$ cat config.mk
export PLATFORM = sky130hd
export DESIGN_NAME = sort_host_ctrl
export DESIGN_NICKNAME = d
export VERILOG_FILES = /design/src/rtl/sort_pkg.sv /design/src/rtl/sort_ram.sv /design/src/rtl/sort_host_ctrl.sv
export SDC_FILE = /design/constraint.sdc
export NUM_CORES = 2
export LEC_CHECK = 0
export BUFFER_PORTS_ARGS = -buffer_cell sky130_fd_sc_hd__buf_2
export CAP_MARGIN = 40
export CORE_MARGIN = 2
export CORE_UTILIZATION = 42
export CTS_CLUSTER_DIAMETER = 150
export DETAILED_ROUTE_END_ITERATION = 8
export PLACE_DENSITY = 0.68
export SYNTH_ARGS = -nofsm -noshare
export SYNTH_HDL_FRONTEND = slang
export SYNTH_HIERARCHICAL = 1
export SYNTH_SLANG_ARGS = --single-unit
$ cat constraint.sdc
create_clock -name clk -period 6.8 [get_ports clk]
set_input_delay 1.7 -clock clk [delete_from_list [all_inputs] [get_ports clk]]
set_output_delay 1.7 -clock clk [all_outputs]
set_load 0.1 [all_outputs]
$ cat src/rtl/sort_pkg.sv
// Shared constants and the host FSM state type for the sort host controller.
package sort_pkg;
  localparam int DEPTH  = 256;
  localparam int DATA_W = 8;
  localparam int ADDR_W = 8;
  localparam int LEN_W  = ADDR_W + 1;

  localparam logic [LEN_W-1:0] DEPTH_L = LEN_W'(DEPTH);

  typedef enum logic [2:0] {
    IDLE,
    LOAD,
    RESTART,
    START,
    ARM,
    SORT,
    UNL_RD,
    UNL_OUT
  } host_state_t;
endpackage

$ cat src/rtl/sort_ram.sv
// Single-port synchronous RAM: registered read, old data returned on read-during-write.
module sort_ram #(
  parameter int DEPTH  = 256,
  parameter int DATA_W = 8,
  parameter int ADDR_W = 8
) (
  input  logic              clk,
  input  logic [ADDR_W-1:0] addr,
  input  logic              we,
  input  logic [DATA_W-1:0] wdata,
  output logic [DATA_W-1:0] rdata
);
  logic [DATA_W-1:0] mem [DEPTH];

  always_ff @(posedge clk) begin
    if (we) mem[addr] <= wdata;
    rdata <= mem[addr];
  end
endmodule

$ cat src/rtl/sort_host_ctrl.sv
// Host controller and RAM owner for the bubble_sort engine: load, sort, unload.
// Define SORT_CYCLE_CNT_EN to add the sort_cycles duration counter output.
module sort_host_ctrl
  import sort_pkg::*;
(
  input  logic              clk,
  input  logic              rst,
  input  logic              in_valid,
  output logic              in_ready,
  input  logic [DATA_W-1:0] in_data,
  input  logic              in_last,
  output logic              out_valid,
  input  logic              out_ready,
  output logic [DATA_W-1:0] out_data,
  output logic              out_last,
  output logic              busy,
  output logic              sort_rst_n,
  output logic              sort_enable,
  input  logic              sort_ready,
  output logic [LEN_W-1:0]  sort_length,
  input  logic [ADDR_W-1:0] sort_address,
  input  logic              sort_wren,
  input  logic [DATA_W-1:0] sort_wdata,
  output logic [DATA_W-1:0] sort_rdata
`ifdef SORT_CYCLE_CNT_EN
  ,
  output logic [31:0]       sort_cycles
`endif
);
  host_state_t       state;
  logic [LEN_W-1:0]  count;
  logic [ADDR_W-1:0] index;
  logic              out_vld_q;
  logic              out_last_q;
  logic              in_fire;
  logic              sorter_owns;
  logic              unloading;
  logic              sort_phase;
  logic [ADDR_W-1:0] host_addr;
  logic [ADDR_W-1:0] ram_addr;
  logic              ram_we;
  logic [DATA_W-1:0] ram_wdata;
  logic [DATA_W-1:0] ram_rdata;

  assign sorter_owns = (state == ARM) || (state == SORT);
  assign unloading   = (state == UNL_RD) || (state == UNL_OUT);
  assign sort_phase  = (state == RESTART) || (state == START) || sorter_owns;

  assign in_ready = ~rst & ((state == IDLE) || ((state == LOAD) && (count < DEPTH_L)));
  assign in_fire  = in_valid & in_ready;

  // Host keeps addressing the current element through UNL_OUT so rdata stays stable.
  assign host_addr = unloading ? index : count[ADDR_W-1:0];
  assign ram_addr  = sorter_owns ? sort_address : host_addr;
  assign ram_we    = sorter_owns ? sort_wren : in_fire;
  assign ram_wdata = sorter_owns ? sort_wdata : in_data;

  sort_ram #(
    .DEPTH  (DEPTH),
    .DATA_W (DATA_W),
    .ADDR_W (ADDR_W)
  ) u_ram (
    .clk   (clk),
    .addr  (ram_addr),
    .we    (ram_we),
    .wdata (ram_wdata),
    .rdata (ram_rdata)
  );

  assign sort_rdata  = ram_rdata;
  assign busy        = ~rst & (state != IDLE);
  assign sort_rst_n  = ~rst & (state != RESTART);
  assign sort_enable = ~rst & (state == START);
  assign sort_length = sort_phase ? count : '0;
  assign out_valid   = ~rst & out_vld_q;
  assign out_last    = ~rst & out_last_q;
  assign out_data    = out_valid ? ram_rdata : '0;

  always_ff @(posedge clk) begin
    if (rst) begin
      state      <= IDLE;
      count      <= '0;
      index      <= '0;
      out_vld_q  <= 1'b0;
      out_last_q <= 1'b0;
    end else begin
      case (state)
        IDLE: if (in_fire) begin
          count <= LEN_W'(1);
          state <= in_last ? RESTART : LOAD;
        end
        LOAD: if (in_fire) begin
          count <= count + LEN_W'(1);
          if (in_last || (count + LEN_W'(1) == DEPTH_L)) state <= RESTART;
        end
        // Arrays shorter than two bypass the sorter, whose pass bound would underflow.
        RESTART: begin
          index <= '0;
          state <= (count < LEN_W'(2)) ? UNL_RD : START;
        end
        START: state <= ARM;
        ARM:   if (!sort_ready) state <= SORT;
        SORT: if (sort_ready) begin
          index <= '0;
          state <= UNL_RD;
        end
        UNL_RD: begin
          out_vld_q  <= 1'b1;
          out_last_q <= ({1'b0, index} == count - LEN_W'(1));
          state      <= UNL_OUT;
        end
        UNL_OUT: if (out_ready) begin
          out_vld_q  <= 1'b0;
          out_last_q <= 1'b0;
          index      <= index + ADDR_W'(1);
          if (out_last_q) begin
            count <= '0;
            state <= IDLE;
          end else begin
            state <= UNL_RD;
          end
        end
        default: state <= IDLE;
      endcase
    end
  end

`ifdef SORT_CYCLE_CNT_EN
  always_ff @(posedge clk) begin
    if (rst) begin
      sort_cycles <= '0;
    end else if (state == START) begin
      sort_cycles <= '0;
    end else if (sorter_owns && (sort_cycles != 32'hFFFF_FFFF)) begin
      sort_cycles <= sort_cycles + 32'd1;
    end
  end
`endif
endmodule

==> flow_metrics.py <==
metrics = {
    "status": {
        "status": "finished, final reports clean",
    },
    "clock_network": {
        "cts_resized": 0,
        "clockBufferDepth": 3,
        "cts-buffers-inserted": 199,
        "ctsHoldBuffers": 0,
        "cts_tree": "done",
        "path_clk_slew_ps": 60,
        "numClockSinks": 2078,
        "cts_root_buffer": "clkbuf_16",
        "clk_latency_ps": 850,
        "cts_setup_buffers": 0,
        "htree_levels": 4,
    },
    "final_layout": {
        "stdcell_count": 6745,
        "fillCellCount": 15080,
        "areaGrowthSynthToFinish_pct": 13.93,
        "fin_util_pct": 48.17,
        "nNetsFinal": 4101,
        "register_area_um2": 62100,
        "multi_input_area_um2": 17350,
        "fin_area_um2": 91700,
        "drive_gt1_share_pct": 26.69,
    },
    "pwr": {
        "vdd_drop_max_mv": 0.3061,
        "leakagePower_nw": 27.75,
        "power.density_nw_per_um2": 359.4,
        "power.total_mw": 32.96,
    },
    "routing": {
        "drtIter0Drc": 4891,
        "routedWlPerCell_um": 28.18,
        "vias": 40070,
        "post-route-drc-count": 0,
        "routed_wl_um": 190100,
        "viasPerCell": 5.941,
        "first_pass_iters": 7,
        "ant_nets": 0,
    },
    "setup_path": {
        "cp-start-kind": "input pin",
        "path_buf_inv": 4,
        "worstPathArrival_ps": 5460,
        "crit_chain": "buf_2, mux2i_1, a21oi_4, buf_4, buf_4, mux4_2, a22oi_1, a21oi_1, o41ai_1, buf_4, nand4_1",
        "crit_type": "in -> reg",
        "worst_path_max_delay_cell": "o41ai_1",
        "endpoint_kind": "flop",
        "critPathMaxStageDelay_ps": 720,
        "required_ps": 7500,
        "critPathMostFrequentCell": "buf_4",
        "cp_max_fo": 30,
        "crit_family": "compound AO/OA/AOI/OAI gates",
    },
    "global_route": {
        "grt-ovfl-total": 0,
        "antenna_found_initial": 4,
        "grt_pass1_vias": 40120,
        "grt_pass1_wl_um": 278200,
        "grt_util_all_layers_pct": 19.31,
        "grt_max_degree": 170,
    },
    "placed_design": {
        "dp_cells": 6375,
        "gp_congestion": 0.8387,
        "io_buffer_count": 61,
        "place_ws_ps": 1246,
        "hpwlAfterDp_um": 112100,
        "postPlaceCellArea_um2": 85130,
    },
    "logic_synthesis": {
        "async_flop_share_pct": 0,
        "synth_edf_count": 2048,
        "synth_cell_types": 55,
        "yosysSeqAreaShare_pct": 77.16,
        "syn_area_um2": 80490,
        "synthCells": 3817,
        "yosys_warnings": 6,
        "syn_avg_cell_area_um2": 21.09,
        "synth_ff_type": "edfxtp_1",
        "ys_ff_latch": 2078,
        "syn-num-nets": 3851,
    },
    "die": {
        "die_h_um": 441.8,
        "die_w_um": 441.8,
        "core_region_area_um2": 190400,
        "initial_core_util_pct": 42.28,
        "num_rows": 160,
        "die_area_um2": 195200,
        "pin_count": 62,
    },
    "timing": {
        "whs_ps": 496.1,
        "final-max-slew-violation-count": 0,
        "setup_violations": 0,
        "tns_ps": 0,
        "max_clock_freq_mhz": 210.0,
        "setup_slack_ps": 2039,
        "hold_viol": 0,
        "fin_crit_sh_pct": 70.01,
        "min_period_ps": 4761,
        "finalClockSkew_ps": 61.74,
        "rsz0062_at_grt": "false",
        "tightest_slew_ps": 990.2,
        "slew_headroom_pct": 33.99,
    },
    "min_path": {
        "hp-class": "reg -> reg",
    },
    "run": {
        "maxCapViolations": 0,
    },
}
-- logic make-up after synthesis --
group / Yosys count / synth area share (%)
adder cells (fa/ha/maj): 3 / 0.04664
multiplexers: 533 / 14.60
flip-flops: 2078 / 77.16
buffers and inverters: 263 / 1.537
AND/OR/NAND/NOR: 446 / 2.476
AO/OA/AOI/OAI: 476 / 3.986
XOR/XNOR: 18 / 0.1959
-- sequential cells by signal, indices dropped and copies added, names as in the netlist --
signal,flops
u_ram/mem,2048
out_last_q,1
out_vld_q,1
u_ram/rdata,8
state,3
index,8
count,9
-- worst register-to-register path: stages, from the launching register on --
cell     delay, ps
dfxtp_1        620
buf_4          340
nor2_1         110
a21oi_4        210
buf_12         270
buf_12         300
buf_12         380
mux4_2         650
a22oi_1        380
a21oi_1        150
o41ai_1        680
buf_4          240
nand4_1         90
-- routing by layer --
metal  vias to the layer above  track usage, %  wire length, µm
met5                         -               0               13
li1                      16520               -                -
met3                       309           3.653            16660
met2                      1944           31.06            92830
met4                         2           6.622             6112
met1                     21290           26.58            74440
-- layout by cell type, fill, tap and decap left out, types with 39 or more instances in the layout --
cell       instances
a22oi_1          256
clkbuf_16        202
mux4_2           512
buf_2             65
nand2_1           39
buf_4            205
a21oi_1          152
clkbuf_1          54
nor2_1           265
edfxtp_1        2048
-- final timing paths --
| path | slack (ps) | depth (start not counted) | from | endpoint |
|---|---|---|---|---|
| worst max-delay path | 2040 | 11 | sort_address[1] | u_ram/rdata[3] |
| worst max register to register | 2250 | 12 | state[2] | u_ram/rdata[3] |
| worst min-delay path | 500 | 2 | out_vld_q | out_vld_q |
| worst min register to register | 500 | 2 | out_vld_q | out_vld_q |
-- synthesized netlist by cell type, types with 10 or more instances --
cell type / instances / area (µm²)
nand3_1: 19 / 95.09
nand2_1: 40 / 150.1
nand2b_1: 10 / 62.56
clkbuf_1: 156 / 585.6
a22oi_1: 256 / 1922
nor2b_1: 11 / 68.82
mux2i_1: 12 / 120.1
buf_2: 44 / 220.2
buf_1: 21 / 78.83
edfxtp_1: 2048 / 61500
mux4_2: 512 / 11530
dfxtp_1: 30 / 600.6
o21ai_0: 12 / 60.06
nor2_1: 267 / 1002
o41ai_1: 32 / 280.3
buf_6: 18 / 202.7
nand4_1: 12 / 75.07
a21oi_1: 154 / 770.7
nor3_1: 34 / 170.2
and2_1: 22 / 137.6
buf_4: 16 / 120.1
-- power breakdown --
group | internal [mW] | leakage [nW] | total (mW) | switching, mW
logic | 2.77 | 5.93 | 7.17 | 4.40
registers | 14.7 | 18.6 | 14.8 | 0.119
clock network | 6.25 | 3.17 | 11.0 | 4.75
-- cell type report --
cell class | count | area share [%]
sequential | 2078 | 67.72
multi-input combinational | 1476 | 18.92
clock buffer | 262 | 5.824
tap | 2511 | 3.426
timing repair buffer | 304 | 2.781
clock inverter | 102 | 1.288
inverter | 8 | 0.03275
antenna | 4 | 0.01092
Power figures use the tool's default switching activity.
